`src/rtl/float_writeback_arbiter.sv`:
```
// Float register-file write-port producer: per-unit result queues serialised round-robin
// onto one registered write port, plus a 32-entry pending-write scoreboard.

module fwb_src_queue #(
  parameter int DEPTH = 2,
  parameter int W     = 37
) (
  input  logic         clk,
  input  logic         rst,
  input  logic         push,
  input  logic         pop,
  input  logic [W-1:0] push_data,
  output logic [W-1:0] head,
  output logic         ready,
  output logic         nonempty
);
  localparam int AW = $clog2(DEPTH);

  logic [W-1:0]  mem_q [DEPTH];
  logic [W-1:0]  mem_d [DEPTH];
  logic [AW-1:0] wp_q, wp_d, rp_q, rp_d;
  logic [AW:0]   cnt_q, cnt_d;

  // ready comes from the registered count, so a full queue refuses even while popping
  assign ready    = cnt_q != (AW+1)'(DEPTH);
  assign nonempty = cnt_q != '0;
  assign head     = mem_q[rp_q];

  always_comb begin
    mem_d = mem_q;
    wp_d  = wp_q;
    rp_d  = rp_q;
    cnt_d = cnt_q;
    if (push) begin
      mem_d[wp_q] = push_data;
      wp_d        = wp_q + 1'b1;
    end
    if (pop) rp_d = rp_q + 1'b1;
    case ({push, pop})
      2'b10:   cnt_d = cnt_q + 1'b1;
      2'b01:   cnt_d = cnt_q - 1'b1;
      default: cnt_d = cnt_q;
    endcase
  end

  always_ff @(posedge clk or posedge rst) begin
    if (rst) begin
      for (int k = 0; k < DEPTH; k++) mem_q[k] <= '0;
      wp_q  <= '0;
      rp_q  <= '0;
      cnt_q <= '0;
    end else begin
      mem_q <= mem_d;
      wp_q  <= wp_d;
      rp_q  <= rp_d;
      cnt_q <= cnt_d;
    end
  end
endmodule

module float_writeback_arbiter #(
  parameter int NSRC  = 3,
  parameter int DEPTH = 2
) (
  input  logic                 clk,
  input  logic                 rst,
  input  logic                 clken,
  input  logic                 issue_valid,
  input  logic [4:0]           issue_rd,
  output logic                 waw_hazard,
  input  logic [NSRC-1:0]      src_valid,
  input  logic [5*NSRC-1:0]    src_rd,
  input  logic [32*NSRC-1:0]   src_data,
  output logic [NSRC-1:0]      src_ready,
  output logic [4:0]           rdi,
  output logic [31:0]          write_data,
  output logic                 reg_write,
  output logic [31:0]          busy
);
  localparam int SW = (NSRC > 1) ? $clog2(NSRC) : 1;

  typedef struct packed {
    logic [4:0]  rd;
    logic [31:0] data;
  } wb_ent_t;

  wb_ent_t [NSRC-1:0] head;
  wb_ent_t            gnt_ent;
  logic [NSRC-1:0]    push, pop, nonempty;
  logic [SW-1:0]      rr_q, rr_d, gnt_idx;
  logic               gnt_vld;
  logic               reg_write_q, reg_write_d;
  logic [4:0]         rdi_q, rdi_d;
  logic [31:0]        write_data_q, write_data_d;
  logic [31:0]        busy_q, busy_d;

  for (genvar i = 0; i < NSRC; i++) begin : g_src
    assign push[i] = clken & src_valid[i] & src_ready[i];
    assign pop[i]  = clken & gnt_vld & (gnt_idx == SW'(i));
    fwb_src_queue #(.DEPTH(DEPTH), .W($bits(wb_ent_t))) u_q (
      .clk       (clk),
      .rst       (rst),
      .push      (push[i]),
      .pop       (pop[i]),
      .push_data ({src_rd[5*i +: 5], src_data[32*i +: 32]}),
      .head      (head[i]),
      .ready     (src_ready[i]),
      .nonempty  (nonempty[i])
    );
  end

  // first non-empty queue searching upward from rr+1
  always_comb begin
    int j;
    gnt_vld = 1'b0;
    gnt_idx = rr_q;
    for (int k = 1; k <= NSRC; k++) begin
      j = (int'(rr_q) + k) % NSRC;
      if (!gnt_vld && nonempty[j]) begin
        gnt_vld = 1'b1;
        gnt_idx = SW'(j);
      end
    end
  end

  assign gnt_ent    = head[gnt_idx];
  assign waw_hazard = issue_valid & busy_q[issue_rd];

  always_comb begin
    rr_d         = gnt_vld ? gnt_idx : rr_q;
    reg_write_d  = gnt_vld;
    rdi_d        = gnt_vld ? gnt_ent.rd : rdi_q;
    write_data_d = gnt_vld ? gnt_ent.data : write_data_q;
    busy_d       = busy_q;
    // clear before set so a same-edge issue to the retiring register stays busy
    if (gnt_vld) busy_d[gnt_ent.rd] = 1'b0;
    if (issue_valid && !waw_hazard) busy_d[issue_rd] = 1'b1;
  end

  always_ff @(posedge clk or posedge rst) begin
    if (rst) begin
      rr_q         <= SW'(NSRC - 1);
      reg_write_q  <= 1'b0;
      rdi_q        <= '0;
      write_data_q <= '0;
      busy_q       <= '0;
    end else if (clken) begin
      rr_q         <= rr_d;
      reg_write_q  <= reg_write_d;
      rdi_q        <= rdi_d;
      write_data_q <= write_data_d;
      busy_q       <= busy_d;
    end
  end

  assign reg_write  = reg_write_q;
  assign rdi        = rdi_q;
  assign write_data = write_data_q;
  assign busy       = busy_q;
endmodule

```
`config.mk`:
```
export PLATFORM = sky130hd
export DESIGN_NAME = float_writeback_arbiter
export DESIGN_NICKNAME = d
export VERILOG_FILES = /design/src/rtl/float_writeback_arbiter.sv
export SDC_FILE = /design/constraint.sdc
export NUM_CORES = 1
export LEC_CHECK = 0
export CORE_MARGIN = 3
export CORE_UTILIZATION = 50
export CTS_BUF_LIST = sky130_fd_sc_hd__clkbuf_8
export DETAILED_ROUTE_END_ITERATION = 12
export DONT_BUFFER_PORTS = 1
export GPL_ROUTABILITY_DRIVEN = 0
export PLACE_DENSITY_LB_ADDON = 0.05
export SYNTH_ARGS = -nofsm -noshare
export SYNTH_HDL_FRONTEND = slang
export SYNTH_SLANG_ARGS = --single-unit
```
`constraint.sdc`:
```
create_clock -name clk -period 29.5 [get_ports clk]
set_clock_uncertainty 0.2 [all_clocks]
set_input_delay 5.9 -clock clk [delete_from_list [all_inputs] [get_ports clk]]
set_output_delay 5.9 -clock clk [all_outputs]
set_load 0.01 [all_outputs]
```
After elaboration in Yosys (flattened, before gate mapping)
Cells that the tools add are included.

Bitwise logic cells: 20. $lt $le $gt $ge: 17. Equal/unequal tests: 11. Reductions and logical operators: 19. Divide/modulo/power cells: 3. Add/subtract/negate cells: 15. Mux-type cells: 46.

Operator list (count): $mux W37 (13); $bwmux W74 (3); $demux W37 S1 (3); $lt A32 B4 Y1 const B (3); $mod A32 B3 Y32 const B (3); $bmux W37 S2 (1); $mux W32 (2); $and A32 B32 Y32 (1); $not A32 Y32 (1); $or A32 B32 Y32 (1); $ge A2 B2 Y1 const B (6); $lt A5 B6 Y1 const B (2); $mux W1 (12); $not A1 Y2 (6); $pmux W2 S2 (3); $reduce_bool A2 Y1 (6); $and A1 B1 Y1 (11); $demux W1 S5 (2); $ge A5 B1 Y1 const B (2); $eq A2 B1 Y1 const B (4); $eq A2 B2 Y1 const B (4); $logic_and A1 B1 Y1 (8); $add A1 B1 Y1 const B (6); $add A2 B1 Y2 const B (3); 12 further kinds (25).

Output and inout port bits: 74. Logic and storage cells: 151. Input port bits: 123. Register bits: 306.

Depth between registers and ports, before layout
Word-level depth: 23. Gate-level depth with buffers: 16. Gate-level depth less buffers: 11.

Hierarchy
A second synthesis with hierarchy kept.

Cells, all modules: 1120. Area total of the unflattened synthesis: 14704.1 um2.

By module, submodules not included: fwb_src_queue (instances 3, sequential area each 1951.9 um2, area an instance 3400.8 um2, cells each 213); float_writeback_arbiter (instances 1, sequential area each 1803.0 um2, area an instance 4501.8 um2, cells each 481).

Worst setup path before layout
OpenSTA, ideal clock, no wires.

Path kind: input to output. Start: in issue_rd[0]. End: out waw_hazard. Path buffers: 1. Arrival: 7.669 ns. Cell stages on the path: 7. Required time: 23.400 ns. Path slack: 15.731 ns. Cells stage by stage: clkbuf_1 mux4_2 and3_1 a311oi_1 a31oi_1 a211o_1 and2_1.

Cells in the longest elaborated chain, start to end: 3.

RTL lines: start: declaration (RTL line 69) `input logic [4:0] issue_rd,`; $bmux W1 S5 (RTL line 127) `assign waw_hazard = issue_valid & busy_q[issue_rd];`; $mux W1 (not written as such) (RTL line 127); $and A1 B1 Y1 (RTL line 127); end: declaration (RTL line 70) `output logic waw_hazard,`.

No other way between the ends. The select of a mux whose other input is x is not followed.

Worst setup path in the final report
Same ends and word-level chain as after synthesis.

==> impl_metrics.toml <==
[clock_tree]
clock_sinks = 306
cts_setup_buffers = 0
numCtsBuffers = 52
root_buffer = "clkbuf_8"
clock_path_buffers = 3
clk_pin_slew_ns = 0.06
h-tree-depth = 2
insertion_delay_ns = 0.58
tritoncts = "built"
hold_buffers = 0
cts_resized = 0

[critical_path]
startpoint_type = "primary input"
cp_slowest_stage_delay_ns = 0.47
critPathCaptureType = "output pin"
crit_required_ns = 23.40
crit_path_max_fanout = 15
cp_slowest_cell = "mux4_2"
path_delay_family = "compound AO/OA/AOI/OAI gates"
path_class = "in2out"
path_buf_inv = 0
path_cells = "mux4_2 > and3_1 > a311oi_1 > a31oi_1 > a211o_1 > and2_1"
worstPathArrival_ns = 7.40

[timing]
period_needed_ns = 13.50
tns_ns = 0
worst_pin_slew_ns = 1.04
post-route-period-util_pct = 45.8
hold_violations = 0
slew_headroom_pct = 30.2
fin_hold_ws_ns = 0.299
rsz0062_at_grt = "false"
fmax_ghz = 0.0741
drv_slew = 0
setup_viol = 0

[synthesis]
synth_top_cells_by_count = "mux2_2, dfrtp_1, nand2_1, clkbuf_1, a222oi_1"
synth_cell_types = 70
ys_seq_area_share_pct = 53.6
syn_avg_cell_area_um2 = 13.2
yosysMostFrequentCell = "mux2_2"
ys_warn_count = 0
synth_top_family_by_area = "multiplexers"
synth_ff_type = "dfrtp_1"
synth_simple_gate_area_share_pct = 6.04
async_flop_share_pct = 100
ys_ff_latch = 306
syn_nets = 1209
yosys.area.top_type = "dfrtp_1"
syn_inst = 1081
synth_top_area_share_pct = 53.5
synth-xor-area-share_pct = 0.920
syn_area_mm2 = 0.0143
synth_adder_area_share_pct = 0.508
synth_compound_area_share_pct = 9.47
synth_edf_count = 0
synthMuxAreaShare_pct = 26.6
yosys-top-cells-area = "dfrtp_1, mux2_2, nand2_1"

[global_route]
first_global_vias = 9325
antenna_found_initial = 0
grt_usage_pct = 22.9
grt_pass1_wl_mm = 54.8
overflow = 0
grt_max_degree = 184

[cells_and_area]
drive_above_1_share_pct = 38.7
fill_cells = 2408
layout.nets = 1206
seqCellArea_mm2 = 0.00766
antennaDiodeCount = 0
syn2layout_area_growth_pct = 9.48
multi_input_area_mm2 = 0.00626

[min_path]
min_path_type = "reg2reg"

[drt]
vias = 8995
post_drt_wl_per_cell_um = 23.5
detail-route-antenna-nets = 0
wirelength_mm = 35.1
drtIter0Drc = 668
route.detailed.drc = 0
viasPerCell = 6.02
dr.pass1.iters = 5

[floorplanning]
initial_core_util_pct = 51.1
die_y_um = 175
die_area_mm2 = 0.0306
core_mm2 = 0.0279
pin_count = 197
die_w_um = 175
num_rows = 61

[power_and_ir_drop]
vdd_drop_max_mv = 0.0971
seqPwrFrac_pct = 36.4
internal-power_mw = 1.29
power_density_mw_per_mm2 = 137
p_sw_share_pct = 39.4
p_leak_nw = 6.58
p_clk_share_pct = 17.6
comb_power_share_pct = 45.9
p_sw_mw = 0.842

[job]
cap_violations = 0

[place]
dp_hpwl_mm = 22.1
portBuffers = 0

[run_status]
status = "finished clean"
-- worst paths after layout --
path | startpoint | to | slack (ns) | depth (start not counted)
setup / recovery | issue_rd[0] | waw_hazard | 16.00 | 6
hold / removal | g_src[1].u_q.mem_q[44]$_DFFE_PP0P_ | g_src[1].u_q.mem_q[44]$_DFFE_PP0P_ | 0.30 | 1
setup reg to reg | rr_q[1]$_DFFE_PP1P_ | g_src[1].u_q.cnt_q[1]$_DFFE_PP0P_ | 25.45 | 9
hold reg to reg | g_src[1].u_q.mem_q[44]$_DFFE_PP0P_ | g_src[1].u_q.mem_q[44]$_DFFE_PP0P_ | 0.30 | 1
max in group asynchronous | rst | g_src[0].u_q.mem_q[5]$_DFFE_PP0P_ | 22.49 | 2
min in group asynchronous | rst | g_src[2].u_q.mem_q[24]$_DFFE_PP0P_ | 5.14 | 1
-- metal layers --
metal,global-route usage (%),routed length [um]
met5,0,0
met4,6.02,634
met3,7.78,3070
met2,35.0,16000
met1,31.5,15400
-- layout by cell type (no fill, tap or decap), types with 5 or more instances in the layout --
cell | Yosys | final
buf_4 | 5 | 16
nor3_1 | 6 | 6
o31a_1 | 9 | 9
nor2b_1 | 10 | 10
inv_1 | 11 | 32
dfrtp_1 | 305 | 302
nand3_1 | 13 | 13
xnor2_1 | 9 | 9
mux4_2 | 8 | 8
mux2i_1 | 14 | 14
a21oi_1 | 8 | 8
a221o_1 | 13 | 13
o211ai_1 | 12 | 12
mux2_2 | 309 | 309
or4_1 | 5 | 5
o21a_1 | 6 | 6
and2_1 | 5 | 5
nand2_1 | 82 | 82
o31ai_1 | 12 | 12
nor2_1 | 15 | 11
nand2b_1 | 6 | 6
xor2_1 | 6 | 6
ha_1 | 5 | 5
a22oi_1 | 9 | 9
clkbuf_8 | 0 | 66
a222oi_1 | 26 | 26
a211oi_1 | 10 | 10
o21ai_0 | 20 | 20
-- flip-flops by register name, summed over array words and instances (netlist names), 2 cells and up --
| register | cells |
|---|---|
| busy | 32 |
| g_src.u_q.cnt_q | 6 |
| g_src.u_q.mem_q | 222 |
| g_src.u_q.rp_q | 3 |
| g_src.u_q.wp_q | 3 |
| rdi | 5 |
| rr_q | 2 |
| write_data | 32 |
-- worst reg2reg max path: cells and delay by family, from the launching register on --
kind	cells	cell delay, ns
AOI/OAI and AO/OA	2	0.40
xor gates and xnor gates	1	0.15
adders and majority gates	2	0.78
DFF	1	0.58
and+or+nand+nor	4	1.89
-- cell families after synthesis --
| logic type | count (synthesis) |
|---|---|
| buffers and inverters | 86 |
| xor gates and xnor gates | 15 |
| AOI/OAI and AO/OA | 163 |
| and+or+nand+nor | 174 |
| DFF | 306 |
| muxes | 331 |
| adders and majority gates | 6 |
-- area by class of cell --
type,count,area share (%)
sequential,306,49.0
clock buffer,66,5.81
tap,378,3.03
multi-input combinational,689,40.0
inverter,12,0.336
clock inverter,27,0.888
timing repair buffer,17,0.897
-- per-stage QoR --
stage | worst slack, ns | util, % | instance area [um^2] | power [mW] | instances
2_1_floorplan | 14.94 | - | 14300 | 1.53 | 1081
3_3_place_gp | 16.02 | 52.2 | 14600 | 1.74 | 1402
3_5_place_dp | 16.01 | 52.2 | 14600 | 1.76 | 1402
4_1_cts | 16.02 | 56.0 | 15600 | 2.15 | 1495
5_1_grt | 15.90 | 56.0 | 15600 | 2.28 | 1495
6_report | 16.00 | 56.0 | 15600 | 2.13 | 1495
-- power by group through the flow --
| stage | clock network [mW] | logic, mW | registers, mW |
|---|---|---|---|
| finish | 0.377 | 0.980 | 0.778 |
| global placement | 0 | 0.962 | 0.780 |
| global route | 0.409 | 1.07 | 0.806 |
| CTS | 0.388 | 0.981 | 0.779 |
| detailed placement | 0 | 0.976 | 0.785 |
| floorplan | 0 | 0.806 | 0.728 |
Note: power is estimated with default switching activity, not from simulation.
